File: config.mk
export PLATFORM = sky130hd
export DESIGN_NAME = cam_capture_ds
export DESIGN_NICKNAME = d
export VERILOG_FILES = /design/src/rtl/cam_capture_ds.sv
export SDC_FILE = /design/constraint.sdc
export NUM_CORES = 1
export LEC_CHECK = 0
export CAP_MARGIN = 30
export CORE_UTILIZATION = 51
export CTS_CLUSTER_DIAMETER = 150
export DETAILED_ROUTE_END_ITERATION = 8
export PLACE_DENSITY = 0.87
export REMOVE_ABC_BUFFERS = 1
export SLEW_MARGIN = 20
export SYNTH_ARGS = -nofsm -noshare
export SYNTH_HDL_FRONTEND = slang
export SYNTH_SLANG_ARGS = --single-unit
File: constraint.sdc
create_clock -name CLOCK -period 2.92 [get_ports CLOCK]
set_clock_uncertainty 0.05 [all_clocks]
set_input_delay 0.584 -clock CLOCK [delete_from_list [all_inputs] [get_ports CLOCK]]
set_output_delay 0.584 -clock CLOCK [all_outputs]
set_load 0.05 [all_outputs]
File: src/rtl/cam_capture_ds.sv
// OV7670 capture: registers the camera pins, pairs bytes into pixels, converts to RGB332
// (RGB565, YUYV luma or colour bars), decimates by powers of two and emits clipped linear writes.
module cam_capture_ds #(
   parameter int WIDTH     = 176,
   parameter int HEIGHT    = 144,
   parameter int ADDR_W    = 15,
   parameter int XDEC_LOG2 = 0,
   parameter int YDEC_LOG2 = 0
) (
   input  logic              CLOCK,
   input  logic              RESET,
   input  logic [7:0]        CAMERA_IN,
   input  logic              HREF,
   input  logic              VSYNC,
   input  logic [1:0]        MODE,
   input  logic              CAPTURE_EN,
   input  logic              CLR_OVF,
   output logic              W_EN,
   output logic [ADDR_W-1:0] W_ADDR,
   output logic [7:0]        PIXEL_OUT,
   output logic              FRAME_DONE,
   output logic              BUSY,
   output logic              OVF
);
   localparam int XW      = $clog2(WIDTH + 1);
   localparam int YW      = $clog2(HEIGHT + 1);
   localparam int BAR_LEN = ((WIDTH >> 3) > 0) ? (WIDTH >> 3) : 1;
   localparam int BW      = $clog2(BAR_LEN + 1);
   localparam logic [XW-1:0]     X_MAX     = XW'(WIDTH);
   localparam logic [YW-1:0]     Y_MAX     = YW'(HEIGHT);
   localparam logic [ADDR_W-1:0] LINE_STEP = ADDR_W'(WIDTH);
   localparam logic [BW-1:0]     BAR_LAST  = BW'(BAR_LEN - 1);
   localparam logic [15:0]       X_MASK    = 16'((1 << XDEC_LOG2) - 1);
   localparam logic [15:0]       Y_MASK    = 16'((1 << YDEC_LOG2) - 1);

   typedef enum logic [1:0] {WAIT_VS, VBLANK, ACTIVE, SKIP} state_t;
   state_t state;

   logic              vs_r, vs_p, href_r, href_p, phase;
   logic [7:0]        data_r;
   logic [5:0]        byte_hi;      // only the first-byte bits any mode consumes
   logic [1:0]        mode_l;
   logic [15:0]       cam_px, cam_ln;
   logic [XW-1:0]     x;
   logic [YW-1:0]     y;
   logic [ADDR_W-1:0] line_base;
   logic              line_wrote, frame_wrote;
   logic [3:0]        bar_idx;
   logic [BW-1:0]     bar_cnt;

   logic       vs_rise, vs_fall, href_fall, in_frame, pix_valid, keep, fits;
   logic [7:0] bar_color, pix_val;

   always_comb begin
      vs_rise   = vs_r & ~vs_p;
      vs_fall   = ~vs_r & vs_p;
      href_fall = ~href_r & href_p;
      in_frame  = (state == ACTIVE) && !vs_r;
      pix_valid = in_frame && href_r && phase;
      keep      = ((cam_px & X_MASK) == 16'd0) && ((cam_ln & Y_MASK) == 16'd0);
      fits      = (x < X_MAX) && (y < Y_MAX);
      case (bar_idx)
         4'd0:    bar_color = 8'hFF;
         4'd1:    bar_color = 8'hFC;
         4'd2:    bar_color = 8'h1F;
         4'd3:    bar_color = 8'h1C;
         4'd4:    bar_color = 8'hE3;
         4'd5:    bar_color = 8'hE0;
         4'd6:    bar_color = 8'h03;
         default: bar_color = 8'h00;
      endcase
      case (mode_l)
         2'd1:    pix_val = {byte_hi[5:3], byte_hi[5:3], byte_hi[5:4]};
         2'd2:    pix_val = bar_color;
         default: pix_val = {byte_hi[5:3], byte_hi[2:0], data_r[4:3]};
      endcase
   end

   always_ff @(posedge CLOCK or posedge RESET) begin
      if (RESET) begin
         state <= WAIT_VS;
         vs_r <= 1'b0; vs_p <= 1'b0; href_r <= 1'b0; href_p <= 1'b0; phase <= 1'b0;
         data_r <= '0; byte_hi <= '0; mode_l <= '0;
         cam_px <= '0; cam_ln <= '0; x <= '0; y <= '0; line_base <= '0;
         line_wrote <= 1'b0; frame_wrote <= 1'b0; bar_idx <= '0; bar_cnt <= '0;
         W_EN <= 1'b0; W_ADDR <= '0; PIXEL_OUT <= '0; FRAME_DONE <= 1'b0; BUSY <= 1'b0; OVF <= 1'b0;
      end else begin
         vs_r   <= VSYNC;
         href_r <= HREF;
         data_r <= CAMERA_IN;
         vs_p   <= vs_r;
         href_p <= href_r;
         W_EN       <= 1'b0;
         FRAME_DONE <= 1'b0;
         phase <= href_r ? ~phase : 1'b0;
         if (href_r && !phase)
            byte_hi <= {data_r[7:5], data_r[2:0]};
         if (CLR_OVF)
            OVF <= 1'b0;

         if (!href_r) begin
            cam_px <= '0; x <= '0; bar_idx <= '0; bar_cnt <= '0; line_wrote <= 1'b0;
         end else if (pix_valid) begin
            cam_px <= cam_px + 16'd1;
            if (keep) begin
               if (fits) begin
                  W_EN        <= 1'b1;
                  W_ADDR      <= line_base + ADDR_W'(x);
                  PIXEL_OUT   <= pix_val;
                  x           <= x + XW'(1);
                  line_wrote  <= 1'b1;
                  frame_wrote <= 1'b1;
                  if (bar_cnt == BAR_LAST) begin
                     bar_cnt <= '0;
                     if (bar_idx != 4'd8)
                        bar_idx <= bar_idx + 4'd1;
                  end else begin
                     bar_cnt <= bar_cnt + BW'(1);
                  end
               end else begin
                  OVF <= 1'b1;   // overrides a same-cycle CLR_OVF
               end
            end
         end

         case (state)
            WAIT_VS: if (vs_r) state <= VBLANK;
            VBLANK: begin
               cam_ln <= '0; y <= '0; line_base <= '0; frame_wrote <= 1'b0;
               cam_px <= '0; x <= '0; bar_idx <= '0; bar_cnt <= '0;
               if (vs_fall) begin
                  mode_l <= MODE;
                  state  <= CAPTURE_EN ? ACTIVE : SKIP;
                  BUSY   <= CAPTURE_EN;
               end
            end
            ACTIVE: begin
               if (vs_rise) begin
                  state      <= VBLANK;
                  BUSY       <= 1'b0;
                  FRAME_DONE <= frame_wrote;
               end else if (href_fall) begin
                  cam_ln <= cam_ln + 16'd1;
                  if (line_wrote) begin
                     y         <= y + YW'(1);
                     line_base <= line_base + LINE_STEP;
                  end
               end
            end
            default: if (vs_rise) state <= VBLANK;
         endcase
      end
   end
endmodule

* Word-level counts from Yosys, hierarchy flattened
Index checks and enable logic that the tools add are counted.
** Word-level totals
- Memories kept :: 0
- Memory bits (read-only) :: 0
- Bits in latches :: 0
- RAM bits :: 0
- Word-level logic and storage cells :: 132
- Bits in registers :: 92
- Input bits :: 16
** Cells by class
- Magnitude comparators :: 2
- Divide/modulo/power cells :: 0
- Reduce and logical (&&, ||, !) cells :: 23
- $mul :: 0
- Mux-type cells :: 48
- Add/subtract/negate cells :: 6
- Shifts and indexed selects :: 0
- Eq/ne operators :: 24
- Bitwise operators :: 7
** Operator list (count)
- $mux 8 :: 7
- $pmux 8 s7 :: 1
- $mux 15 :: 3
- $pmux 8 s2 :: 2
- $pmux 15 s2 :: 1
- $mux 5 :: 5
- $mux 4 :: 6
- $mux 1 :: 18
- $add 8x1->8 const B :: 2
- $lt 8x8->1 const B :: 2
- $add 15x8->15 :: 1
- $add 15x8->15 const B :: 1
- $eq 4x3->1 const B :: 3
- $ne 2x2->1 const B :: 6
- $ne 3x1->1 const B :: 4
- $reduce_and 3->1 :: 4
- $eq 4x2->1 const B :: 2
- $reduce_and 4->1 :: 2
- $reduce_bool 2->1 :: 4
- $mux 2 :: 3
- $reduce_and 2->1 :: 3
- $add 5x1->5 const B :: 1
- $eq 5x5->1 const B :: 1
- $logic_and 1x1->1 :: 5
- other kinds (14) :: 23

* Depth between registers and ports, before layout
Gate-level depths: netlist of run 1.
- Depth in word-level cells :: 7
- Depth in mapped cells :: 9
- Depth with buffers taken out :: 7

* Worst setup path after synthesis of run 1
OpenSTA, ideal clock, no wires.
- Path kind :: flip-flop to flip-flop
- From :: register state[0]
- To :: register PIXEL_OUT[2]
- Path buffers :: 3
- Cell stages (with the launch flop) :: 9
- Arrival :: 1.972 ns
- Setup slack :: 0.773 ns
- Path through :: dfrtp_1 > nand2b_1 > or3_1 > buf_2 > or2_1 > clkbuf_2 > inv_1 > buf_2 > mux2_2
** Between the ends
- Cells in the longest elaborated chain, start to end :: 5
** Ends and longest elaborated chain
- from (decl) :: line 37 : state_t state;
- from (signal assigned) :: line 133 : state <= CAPTURE_EN ? ACTIVE : SKIP;
- $eq 2x2->1 :: line 58 : in_frame = (state == ACTIVE) && !vs_r;
- $logic_and 1x1->1 :: line 58
- $logic_and 1x1->1 (2 in a row) :: line 59 : pix_valid = in_frame && href_r && phase;
- $reduce_and 3->1 (no source line)
- to (signal assigned) :: line 109 : PIXEL_OUT <= pix_val;
- to (decl) :: line 20 : output logic [7:0] PIXEL_OUT,
Every way passes these cells.
A chain may end at the register's enable or synchronous reset.

* Worst setup path in the final report of run 1
- From :: register state[0]
- To :: register bar_cnt[4]
** Between the ends
- Cells in the longest elaborated chain, start to end :: 6
- Elaborated cells between the ends (all ways) :: 9
** Ends and longest elaborated chain
- $eq 2x2->1 :: line 58
- $logic_and 1x1->1 :: line 58
- $logic_and 1x1->1 (2 in a row) :: line 59
- $ne 3x1->1 (no source line)
- $reduce_and 2->1 (no source line)
- to (signal assigned) :: line 118 : bar_cnt <= bar_cnt + BW'(1);
- to (decl) :: line 49 : logic [BW-1:0] bar_cnt;
Parallel ways exist; a longest one is shown, timed or not.

==> results of run 1 <==
sequential cells by signal, indices dropped and copies added (netlist names), 2 cells and up:
name	count
y	8
bar_idx	4
line_base	11
bar_cnt	5
mode_l	2
x	8
W_ADDR	15
PIXEL_OUT	8
data_r	8
byte_hi	6
state	2
metal layers:
metal	up-vias	track usage
met4	0	0.09524
met5	-	0
met2	62	0.3207
met1	1424	0.2913
met3	17	0.04523
li1	1483	-
cell usage after synthesis (all sizes together) (2+ instances only):
| cell | n |
|---|---|
| dfrtp | 88 |
| nand2 | 59 |
| o21ai | 35 |
| nor2 | 31 |
| a21oi | 19 |
| xnor2 | 19 |
| inv | 18 |
| ha | 16 |
| nand3 | 15 |
| xor2 | 13 |
| clkbuf | 9 |
| nor3 | 9 |
| mux2 | 8 |
| o22ai | 7 |
| and3 | 6 |
| buf | 5 |
| nand2b | 5 |
| or3 | 5 |
| nand4 | 4 |
| nor2b | 4 |
| nor4 | 4 |
| and4 | 3 |
| a31o | 2 |
| a31oi | 2 |
| mux2i | 2 |
| o21a | 2 |
| o31ai | 2 |
| o32ai | 2 |
worst register-to-register path, cell delays in order, from the launching register on:
cell	delay, ns
dfrtp_1	0.45
nand2b_1	0.18
or3_1	0.48
or2_1	0.50
inv_1	0.40
a41oi_1	0.17
a311oi_1	0.28
logic make-up after synthesis:
group           Yosys count
compound gates           77
xor+xnor                 32
fa+ha+maj                16
buf+inv                  32
flops                    88
mux                      10
other cells               1
simple gates            151
layout by cell type, fill, tap and decap left out, drive strengths merged, types with 4 or more instances in the layout:
| cell | count |
|---|---|
| xor2 | 13 |
| dfrtp | 88 |
| nor2b | 4 |
| o21ai | 35 |
| and3 | 6 |
| nand2 | 59 |
| nand2b | 5 |
| nor2 | 31 |
| nand3 | 15 |
| clkbuf | 10 |
| o22ai | 7 |
| a21oi | 19 |
| nor3 | 9 |
| xnor2 | 19 |
| buf | 5 |
| clkdlybuf4s50 | 42 |
| mux2 | 8 |
| nand4 | 4 |
| nor4 | 4 |
| or3 | 5 |
| ha | 16 |
| inv | 18 |
power by group through the flow:
stage / Sequential (uW) / Clock [uW] / Combinational [uW]
CTS: 1400 / 855 / 780
global placement: 1420 / 0 / 761
detailed placement: 1420 / 0 / 777
finish: 1400 / 856 / 776
floorplan: 1680 / 0 / 246
global route: 1410 / 912 / 834
how the worst min path moves through the flow:
stage	depth (start not counted)	slack, ns	startpoint	end
CTS	0	0.41	vs_r	vs_p
global placement	0	0.40	vs_r	vs_p
detailed placement	0	0.40	vs_r	vs_p
global route	0	0.44	vs_r	vs_p
finish	0	0.42	vs_r	vs_p
floorplan	0	0.37	vs_r	vs_p
layout make-up:
cell class	count	share of cell area
clock buffers	10	0.02656
clock inverters	6	0.01406
inverters	18	0.01432
multi-input cells	287	0.3624
flip-flops and latches	88	0.4582
well taps	102	0.02656
repair buffers	47	0.09789
through the flow:
step                      power (uW)    util  worst slack [ns]
after global placement          2177  0.5967            0.4829
after detailed placement        2197  0.5967            0.3191
after floorplan                 1928       -          0.007447
final                           3028  0.6219            0.3365
after global routing            3161  0.6219            0.1691
after CTS                       3033  0.6219            0.3138
==> flow_summary.yaml, run 1 <==
status:
  status: "completed"
drt:
  wl_met3_um: 246
  wl_mm: 7.847
  wire_per_inst_um: 14.06
  first_iter_violations: 224
  ant_nets: 0
  routed_via_density: 5.351
  wl_met2_mm: 3.719
  dr.pass1.iters: 4
  vias: 2986
  route.detailed.drc: 0
  highest_layer: "met4"
  met1_length_mm: 3.703
synth:
  ys_top_cells_by_area: "dfrtp_1 (54%), nand2_1 (5.4%), ha_1 (4.9%), o21ai_0 (4.2%), xnor2_1 (4.1%)"
  synth_flop_cell: "dfrtp_1"
  syn_area_sq_um: 4069
  synth_top_cell_by_area: "dfrtp_1"
  synthXorXnorAreaFrac: 0.06888
  synth_enable_flop_cells: 0
  synth.top_cell.area_share: 0.5412
  synth_seq_cells: 88
  synthAdderAreaFrac: 0.04920
  ys_async_sr_fraction: 1.000
  synth_warnings: 0
  synth_top_family_by_area: "simple AND/OR/NAND/NOR gates"
  synthCells: 407
  postSynthAreaPerCell_sq_um: 9.997
  yosys.area_share.simple: 0.1737
  ys_seq_area_frac: 0.5412
  ys_types: 44
  synth_mux_area_frac: 0.02706
  synth_compound_area_frac: 0.1082
floorplan:
  fp.dieH_um: 91.32
  die_w_um: 91.32
  core-area_sq_um: 7727
  io_pins: 43
  start_util: 0.5266
  dieArea_sq_um: 8339
  rows: 32
worst_setup_path:
  cp-end-kind: "flop"
  startpoint: "state[0]"
  worst-path-max-fanout: 22
  cp.depth: 6
  arrival_ns: 2.80
  required_ns: 3.14
  ff2ff_setup_slack_ns: 0.34
  slowest_stage: "or2_1"
  crit_type: "reg2reg"
  cp-start-kind: "flop"
  slowest_delay_ns: 0.49
  timing.rr.start: "state[0]"
  crit_path_end: "bar_cnt[4]"
  critPathTopFamily: "simple AND/OR/NAND/NOR gates"
  path_cells: "nand2b_1 > or3_1 > or2_1 > inv_1 > a41oi_1 > a311oi_1"
  critPathBufInv: 1
  r2r-end: "bar_cnt[4]"
  ff2ff_path_depth: 6
layout:
  seq_area_sq_um: 2202
  layout.cells.non_filler: 558
  stdcell_area_sq_um: 4806
  area_growth_pct: 18.11
  drive_above_1_share: 0.06798
  multi_input_area_sq_um: 1742
  final_net_count: 483
  antennaDiodeCount: 0
  fillers: 599
sta:
  rsz0062_at_grt: "no"
  min_period_over_period: 0.8848
  max_freq_ghz: 0.3871
  fin_hold_ws_ns: 0.4205
  worst_pin_slew_ns: 0.6043
  hold_violations: 0
  finalCriticalPeriod_ns: 2.584
  relSlewSlack: 0.5967
  slew_violations: 0
  finalSetupViolations: 0
  fin_tns_setup_ns: 0
power_and_ir_drop:
  power_density_nw_per_um2: 630.2
  ir_worst_vdd_mv: 0.3738
  leakage_uw: 0.002129
  seqPwrFrac: 0.461
  p_switching_uw: 1041
  power_frac_clock: 0.283
  power_switching_share: 0.3438
  pwr-share-comb: 0.256
  p_int_uw: 1987
clock_tree:
  htreeDepth: 3
  hold_buffers: 0
  ctsResizeCount: 0
  cts_root_buffer: "clkbuf_8"
  clk_pin_slew_ns: 0.09
  cts_setup_buffers: 0
  cts_num_sinks: 88
  cts_inserted_buffers: 9
  cts_tree: "yes"
  cts_max_path_buffers: 2
  clk_latency_ns: 0.37
grt:
  antenna_found_initial: 0
  grt_start_max_net_pins: 36
  grt_pass1_wl_mm: 13.83
  overflow: 0
  grt_use_total: 0.2110
  grt_pass1_vias: 2918
placement:
  routabilityCongestion: 0.8246
  io_buffers: 42
  hpwl_mm: 5.521
  dp.cells: 542
  place_area_sq_um: 4611
job:
  cap_violations: 0
min_path:
  hp-class: "reg2reg"
No activity file was read; power rests on OpenSTA's default activity.
==> run 2, diff against run 1 <==
--- a/config.mk
+++ b/config.mk
@@ -6,7 +6,9 @@
 export NUM_CORES = 1
 export LEC_CHECK = 0
 export CAP_MARGIN = 30
-export CORE_UTILIZATION = 51
+export CELL_PAD_IN_SITES_DETAIL_PLACEMENT = 0
+export CELL_PAD_IN_SITES_GLOBAL_PLACEMENT = 1
+export CORE_UTILIZATION = 40
 export CTS_CLUSTER_DIAMETER = 150
 export DETAILED_ROUTE_END_ITERATION = 8
 export PLACE_DENSITY = 0.87
==> run 2 against run 1 <==
Fmax up 0.95%. Global-route usage decreased by 4.5 points. Routed wire length decreased by 3.0%. Count of clock-buffer cells in the layout unchanged. Total power fell by 2.5%. Die area rose by 27%. Setup slack better by 0.024 ns. Critical path type unchanged.
==> flow_summary.yaml, run 2 (synthesis results as in run 1) <==
placement:
  place_area_sq_um: 4649
  dp.cells: 573
  hpwl_mm: 5.426
  io_buffers: 42
  routabilityCongestion: 0.8274
worst_setup_path:
  timing.rr.start: "state[0]"
  required_ns: 3.13
  cp-end-kind: "flop"
  ff2ff_path_depth: 6
  r2r-end: "bar_cnt[4]"
  cp-start-kind: "flop"
  ff2ff_setup_slack_ns: 0.36
  worst-path-max-fanout: 22
  arrival_ns: 2.76
  startpoint: "state[0]"
  crit_type: "reg2reg"
  crit_path_end: "bar_cnt[4]"
sta:
  hold_violations: 0
  max_freq_ghz: 0.3907
  finalCriticalPeriod_ns: 2.559
  slew_violations: 0
  fin_tns_setup_ns: 0
  fin_hold_ws_ns: 0.4099
  finalSetupViolations: 0
  min_period_over_period: 0.8765
  worst_pin_slew_ns: 0.6171
  relSlewSlack: 0.5867
  rsz0062_at_grt: "no"
floorplan:
  start_util: 0.4144
  die_w_um: 102.9
  rows: 36
  dieArea_sq_um: 10580
  io_pins: 43
  fp.dieH_um: 102.9
  core-area_sq_um: 9819
drt:
  wire_per_inst_um: 12.91
  dr.pass1.iters: 4
  ant_nets: 0
  routed_via_density: 4.944
  vias: 2917
  route.detailed.drc: 0
  wl_mm: 7.614
  first_iter_violations: 144
layout:
  stdcell_area_sq_um: 4847
  largest-register: "W_ADDR"
  top_regs: "W_ADDR x15, line_base x11"
  layout_commonest_cell: "dfrtp_1"
  drive_above_1_share: 0.07002
  final_cell_mix: "dfrtp_1 (88), nand2_1 (59), clkdlybuf4s50_1 (42)"
  largest_reg_flops: 15
  layout.cells.non_filler: 590
  fillers: 956
  antennaDiodeCount: 0
  final_net_count: 484
  area_growth_pct: 19.13
clock_tree:
  cts_root_buffer: "clkbuf_8"
  cts_max_path_buffers: 2
  clk_latency_ns: 0.36
  cts_setup_buffers: 0
  cts_num_sinks: 88
  ctsResizeCount: 0
  htreeDepth: 3
  hold_buffers: 0
  cts_inserted_buffers: 9
  cts_tree: "yes"
  clk_pin_slew_ns: 0.09
grt:
  antenna_found_initial: 0
  grt_start_max_net_pins: 50
  grt_pass1_wl_mm: 13.54
  overflow: 0
  grt_pass1_vias: 2822
  grt_use_total: 0.1656
min_path:
  hp-class: "in2async"
power_and_ir_drop:
  power_density_nw_per_um2: 609.1
  ir_worst_vdd_mv: 0.3098
  leakage_uw: 0.002130
job:
  cap_violations: 0
status:
  status: "completed"
==> run 2: routing by layer <==
layer / vias to the layer above / share of wire / track usage
met5: - / 0 / 0
met4: 0 / 0.014 / 0.05525
met3: 9 / 0.034 / 0.04136
met2: 47 / 0.46 / 0.2559
met1: 1374 / 0.49 / 0.2284
li1: 1487 / - / -
==> run 2: final cells by class <==
cell class | instances | area (sq um) | share of cell area
repair buffers | 48 | 490.5 | 0.1012
clock buffers | 10 | 127.6 | 0.02633
flip-flops and latches | 88 | 2202 | 0.4543
multi-input cells | 287 | 1742 | 0.3593
clock inverters | 6 | 50.05 | 0.01033
inverters | 18 | 68.82 | 0.01420
well taps | 133 | 166.4 | 0.03433
==> run 2: where the power goes <==
group          internal (uW)  switching, uW
registers               1330           71.1
clock network            322            456
logic                    262            512
==> run 2: critical path, stage by stage, from the launching register on <==
cell      delay, ns
dfrtp_1        0.44
nand2b_1       0.18
or3_1          0.48
or2_1          0.50
inv_1          0.38
a41oi_1        0.17
a311oi_1       0.26
==> run 2: stage by stage <==
step | power [uW] | utilization | setup slack (ns)
final | 2952 | 0.4936 | 0.3607
after global routing | 3123 | 0.4936 | 0.1456
after CTS | 2988 | 0.4916 | 0.3360
after detailed placement | 2202 | 0.4735 | 0.3442
after global placement | 2193 | 0.4735 | 0.4664
after floorplan | 1928 | - | 0.007447
==> run 2: how the worst min path moves through the flow <==
stage,cells past startpoint,slack [ns],to,start
after floorplan,0,0.37,vs_p,vs_r
after global placement,0,0.40,vs_p,vs_r
after detailed placement,1,0.41,byte_hi[4],data_r[6]
after CTS,1,0.43,byte_hi[0],data_r[0]
after global routing,2,0.41,FRAME_DONE,RESET
final,2,0.41,frame_wrote,RESET
